## src/rtl/dram_pkg.sv

```systemverilog
// Shared FSM state encoding and reset constants for the DRAM address demultiplexer.
// The CBR state exists only when DRAM_CBR_REFRESH_EN is defined.
package dram_pkg;

  typedef enum logic [1:0] {
    ST_IDLE = 2'd0,
    ST_ROW  = 2'd1,
    ST_COL  = 2'd2
`ifdef DRAM_CBR_REFRESH_EN
    , ST_CBR = 2'd3
`endif
  } state_t;

  localparam state_t STATE_RST  = ST_IDLE;
  localparam logic   STROBE_RST = 1'b1;
  localparam logic   FLAG_RST   = 1'b0;

endpackage

```

## src/rtl/sync_edge.sv

```systemverilog
// Strobe synchronizer with fall/rise detection on the delayed level.
// Edges are masked until the chain has flushed after reset, so a strobe held low through reset is not an edge.
module sync_edge
  import dram_pkg::*;
#(
  parameter int STAGES = 2
) (
  input  logic clk,
  input  logic rst_n,
  input  logic d,
  output logic level,
  output logic fall,
  output logic rise
);

  localparam int CNT_W = $clog2(STAGES + 2);

  logic [STAGES-1:0] sync_q;
  logic              prev_q;
  logic [CNT_W-1:0]  arm_cnt;
  logic              armed;

  always_ff @(posedge clk or negedge rst_n) begin
    if (!rst_n) begin
      sync_q  <= {STAGES{STROBE_RST}};
      prev_q  <= STROBE_RST;
      arm_cnt <= CNT_W'(STAGES + 1);
    end else begin
      sync_q <= {sync_q[STAGES-2:0], d};
      prev_q <= sync_q[STAGES-1];
      if (arm_cnt != '0) arm_cnt <= arm_cnt - CNT_W'(1);
    end
  end

  assign level = sync_q[STAGES-1];
  assign armed = (arm_cnt == '0);
  assign fall  = armed & prev_q & ~level;
  assign rise  = armed & ~prev_q & level;

endmodule

```

## src/rtl/dram_addr_demux.sv

```systemverilog
// Rebuilds a {row, column} address from a RAS/CAS multiplexed DRAM bus and flags refresh cycles.
// Optional CBR refresh detection is enabled by defining DRAM_CBR_REFRESH_EN.
module dram_addr_demux
  import dram_pkg::*;
#(
  parameter int ADDR_W      = 8,
  parameter int SYNC_STAGES = 2
) (
  input  logic                CLK,
  input  logic                RST_N,
  input  logic [ADDR_W-1:0]   MA,
  input  logic                RAS_N,
  input  logic                CAS_N,
  input  logic                WE_N,
  output logic [2*ADDR_W-1:0] ADDR,
  output logic                WR,
  output logic                VALID,
  output logic                RFSH,
  output logic                ACTIVE
);

  logic ras_level, ras_fall, ras_rise;
  logic cas_level, cas_fall, cas_rise;
  logic we_level, we_fall, we_rise;
  logic unused_edges;

  sync_edge #(.STAGES(SYNC_STAGES)) u_ras (
    .clk(CLK), .rst_n(RST_N), .d(RAS_N), .level(ras_level), .fall(ras_fall), .rise(ras_rise)
  );
  sync_edge #(.STAGES(SYNC_STAGES)) u_cas (
    .clk(CLK), .rst_n(RST_N), .d(CAS_N), .level(cas_level), .fall(cas_fall), .rise(cas_rise)
  );
  sync_edge #(.STAGES(SYNC_STAGES)) u_we (
    .clk(CLK), .rst_n(RST_N), .d(WE_N), .level(we_level), .fall(we_fall), .rise(we_rise)
  );

  assign unused_edges = &{1'b0, cas_rise, we_fall, we_rise};

  // MA follows the same depth as the strobes so the delayed edge sees the matching address.
  logic [ADDR_W-1:0] ma_sr [SYNC_STAGES];
  logic [ADDR_W-1:0] ma_d;

  always_ff @(posedge CLK or negedge RST_N) begin
    if (!RST_N) begin
      for (int i = 0; i < SYNC_STAGES; i++) ma_sr[i] <= '0;
    end else begin
      ma_sr[0] <= MA;
      for (int i = 1; i < SYNC_STAGES; i++) ma_sr[i] <= ma_sr[i-1];
    end
  end

  assign ma_d = ma_sr[SYNC_STAGES-1];

  state_t            state;
  logic [ADDR_W-1:0] row_q;

  // ADDR is only written on a column capture, so refresh cycles leave it untouched.
  always_ff @(posedge CLK or negedge RST_N) begin
    if (!RST_N) begin
      state  <= STATE_RST;
      row_q  <= '0;
      ADDR   <= '0;
      WR     <= FLAG_RST;
      VALID  <= FLAG_RST;
      RFSH   <= FLAG_RST;
      ACTIVE <= FLAG_RST;
    end else begin
      VALID <= 1'b0;
      RFSH  <= 1'b0;
      case (state)
        ST_IDLE: begin
`ifdef DRAM_CBR_REFRESH_EN
          if (cas_fall && (ras_level || ras_fall)) begin
            state <= ST_CBR;
            RFSH  <= ras_fall;
          end else if (ras_fall && cas_level) begin
            row_q  <= ma_d;
            state  <= ST_ROW;
            ACTIVE <= 1'b1;
          end
`else
          if (ras_fall && (cas_level || cas_fall)) begin
            row_q  <= ma_d;
            state  <= ST_ROW;
            ACTIVE <= 1'b1;
          end
`endif
        end
        ST_ROW: begin
          if (ras_rise) begin
            RFSH   <= 1'b1;
            state  <= ST_IDLE;
            ACTIVE <= 1'b0;
          end else if (cas_fall) begin
            ADDR  <= {row_q, ma_d};
            WR    <= ~we_level;
            VALID <= 1'b1;
            state <= ST_COL;
          end
        end
        ST_COL: begin
          if (ras_rise) begin
            state  <= ST_IDLE;
            ACTIVE <= 1'b0;
          end else if (cas_fall) begin
            ADDR  <= {row_q, ma_d};
            WR    <= ~we_level;
            VALID <= 1'b1;
          end
        end
`ifdef DRAM_CBR_REFRESH_EN
        ST_CBR: begin
          if (ras_fall) RFSH <= 1'b1;
          else if (ras_level && cas_level) state <= ST_IDLE;
        end
`endif
        default: begin
          state  <= ST_IDLE;
          ACTIVE <= 1'b0;
        end
      endcase
    end
  end

endmodule

```

## config.mk

```make
export PLATFORM = sky130hd
export DESIGN_NAME = dram_addr_demux
export DESIGN_NICKNAME = d
export VERILOG_FILES = /design/src/rtl/dram_pkg.sv /design/src/rtl/sync_edge.sv /design/src/rtl/dram_addr_demux.sv
export SDC_FILE = /design/constraint.sdc
export NUM_CORES = 1
export LEC_CHECK = 0
export CORE_MARGIN = 5
export CORE_UTILIZATION = 51
export DETAILED_ROUTE_END_ITERATION = 6
export PLACE_DENSITY = 0.8
export SYNTH_ARGS = -nofsm -noshare
export SYNTH_HDL_FRONTEND = slang
export SYNTH_SLANG_ARGS = --single-unit
```

## constraint.sdc

```tcl
create_clock -name CLK -period 2.9 [get_ports CLK]
set_input_delay 0.435 -clock CLK [delete_from_list [all_inputs] [get_ports CLK]]
set_output_delay 0.435 -clock CLK [all_outputs]
set_load 0.005 [all_outputs]
```

==> summary.txt <==
Timing
  – Final Hold Viols: 0
  – Max-slew headroom: 42.6%
  – Final setup fails: 0
  – Period minus WS final: 2330 ps
  – Final period utilization: 80.3%
  – Measured slew at the worst slew-check pin: 861 ps
  – Max-slew violation count: 0
  – Clock skew: 7.49 ps
  – Max frequency: 429 MHz
  – Setup TNS: 0 ps
  – RSZ-0062 raised after global routing: false

Worst setup path
  – Flop-to-flop setup slack: 570 ps
  – WP data required: 3100 ps
  – Critical path startpoint category: register
  – Crit path DAT: 2530 ps
  – CP Class: register to register
  – Crit. End Element: register
  – CP Max Fanout: 18

Logic synthesis
  – Syn avg cell area: 16.9 um2
  – Post-synth EDFFs: 0
  – Area leader, netlist: dfrtp_1
  – Synth Register Bits: 58
  – Mapped Area: 2080 um2
  – Post-Synthesis Cells: 123
  – Syn. warnings: 0
  – Synth top area cells: dfrtp_1, dfstp_2, mux2_2
  – Async SR Flop Fraction: 100%
  – Synth cell types: 25
  – Ys flop type: dfrtp_1
  – Most numerous cell in the Yosys netlist: dfrtp_1
  – Synth top cells by count: dfrtp_1, mux2_2, dfstp_2
  – Synthesized Nets: 141
  – Sequential area share after synthesis: 70.6%
  – Post-synth top area share: 55.5%

Cells and area
  – Ant. Diodes: 0
  – Non-Filler Cell Area, Final: 2630 um2
  – Fillers: 281
  – Non-Filler Instances: 219
  – # nets final: 183
  – Synth-to-Final Area Change: 26.9%
  – Share of cells above drive strength 1: 33.7%

CTS
  – CTS tree: done
  – Root Driver: clkbuf_8
  – CTS sink cnt: 58
  – Post-CTS Setup Bufs: 0
  – CTS resizes: 0
  – CTS Hold Bufs: 0
  – Clk_lat worst skew: 320 ps
  – Clock Path Buffers: 2
  – TritonCTS Buffers: 9
  – Clock Pin Slew Worst Setup and Hold Paths: 60 ps
  – H-tree depth reported by CTS: 3

GRT
  – Vias in the first global route: 1187
  – First-pass GRT wire length: 5710 um
  – Antenna violations before repair: 0
  – Largest net degree at the start of global routing: 59
  – Overflow after GRT: 0
  – GR Util All Layers: 14.3%

Floorplan
  – Row count: 23
  – Core area: 3970 um2
  – Starting density of the core: 52.3%
  – Die Width: 73.8 um
  – Die ar.: 5450 um2
  – I/O Pins: 33
  – DIE HEIGHT: 73.8 um

Power
  – Pwr Total: 2.63 mW
  – Leak: 1.19 nW
  – P per Cell Area: 997 nW/um2
  – Max rail drop VDD: 557 uV

Placement
  – Cell Area, Placed: 2430 um2
  – Dpl cells: 204
  – Post-DP HPWL: 2210 um
  – GPL Wtd Cong: 0.754
  – Port Buf Inserts: 32

Route
  – DRC viols: 0
  – WL per Instance: 14.7 um
  – DR iter-0 viols: 40
  – Antenna violation net count after detailed routing: 0
  – Vias per cell: 4.91
  – Total Wirelength: 3230 um
  – Vias: 1075
  – Drt first pass iters: 4

Status
  – Status: completed

Flow run
  – Maxcap violations: 0

Min path
  – Worst min-delay path class: input port to async pin
-- placed cells by master, fill, tap and decap left out, types with 2 or more instances in the layout --
master and n:
nand2_1 3, mux2_4 8, a22o_1 2, clkdlybuf4s50_1 31, a21oi_1 3, dfrtp_1 46
o21ai_0 3, xnor2_1 2, dfstp_2 12, mux2_2 16, ha_1 5, clkbuf_8 12
nor2_1 2, inv_1 8
-- flip-flops by register name, indices dropped and copies added, names as in the netlist --
| name | cells |
|---|---|
| u_we.sync_q | 2 |
| u_cas.prev_q | 1 |
| row_q | 8 |
| ma_d | 8 |
| u_cas.arm_cnt | 2 |
| u_ras.sync_q | 2 |
| state | 2 |
| ma_sr | 8 |
| ADDR | 16 |
| u_ras.arm_cnt | 2 |
| WR | 1 |
| VALID | 1 |
| u_cas.sync_q | 2 |
| u_ras.prev_q | 1 |
| ACTIVE | 1 |
| RFSH | 1 |
-- kinds of logic after synthesis --
family | Yosys count | share of synthesized area (%)
flip-flops | 58 | 70.6
adder cells (fa/ha/maj) | 5 | 3.01
buffers and inverters | 11 | 3.13
XOR/XNOR | 2 | 0.844
AND/OR/NAND/NOR | 12 | 4.40
multiplexers | 25 | 14.9
AO/OA/AOI/OAI | 10 | 3.01
-- worst paths after layout --
| check | startpoint | endpoint | cells past startpoint |
|---|---|---|---|
| min reg2reg | ma_sr[8] | ma_d[0] | 0 |
| max in group asynchronous | RST_N | ADDR[14] | 2 |
| min | RST_N | ma_sr[9] | 2 |
| max reg2reg | u_ras.arm_cnt[0] | ADDR[7] | 6 |
| min in group CLK | ma_sr[8] | ma_d[0] | 0 |
| max | u_ras.arm_cnt[0] | ADDR[7] | 6 |
-- critical path: stages, from the launching register on --
cell	delay, ps
dfstp_2	540
inv_1	40
ha_1	260
nand3b_2	140
inv_2	60
or3b_1	740
mux2_4	430
-- report_power, final --
group          total, mW  internal [mW]  switching (mW)
logic              0.726          0.487           0.238
registers           1.15           1.03           0.122
clock network      0.747          0.461           0.286
total               2.63           1.98           0.646
-- metal layers --
metal / vias up / routed length, um / global-route usage, %
met2: 26 / 1640 / 22.7
met5: - / 0 / 0
met1: 546 / 1380 / 17.4
li1: 498 / - / -
met3: 5 / 155 / 4.24
met4: 0 / 55 / 7.44
-- layout make-up --
class                           count  area [um2]  area share (%)
Sequential cell                    58        1470            55.7
Multi-Input combinational cell     54         544            20.7
Timing Repair Buffer               33         323            12.3
Clock buffer                       13         169            6.41
Tap cell                           50        62.6            2.38
Clock inverter                      2        35.0            1.33
Inverter                            9        33.8            1.28
-- per-stage QoR --
step,worst slack (ps),util (%),hold WS [ps]
after floorplan,876,-,139
after global placement,642,61.2,331
after detailed placement,565,61.2,335
after CTS,563,66.3,268
after global routing,455,66.3,324
final,571,66.3,249
Note: power is estimated with default switching activity, not from simulation.
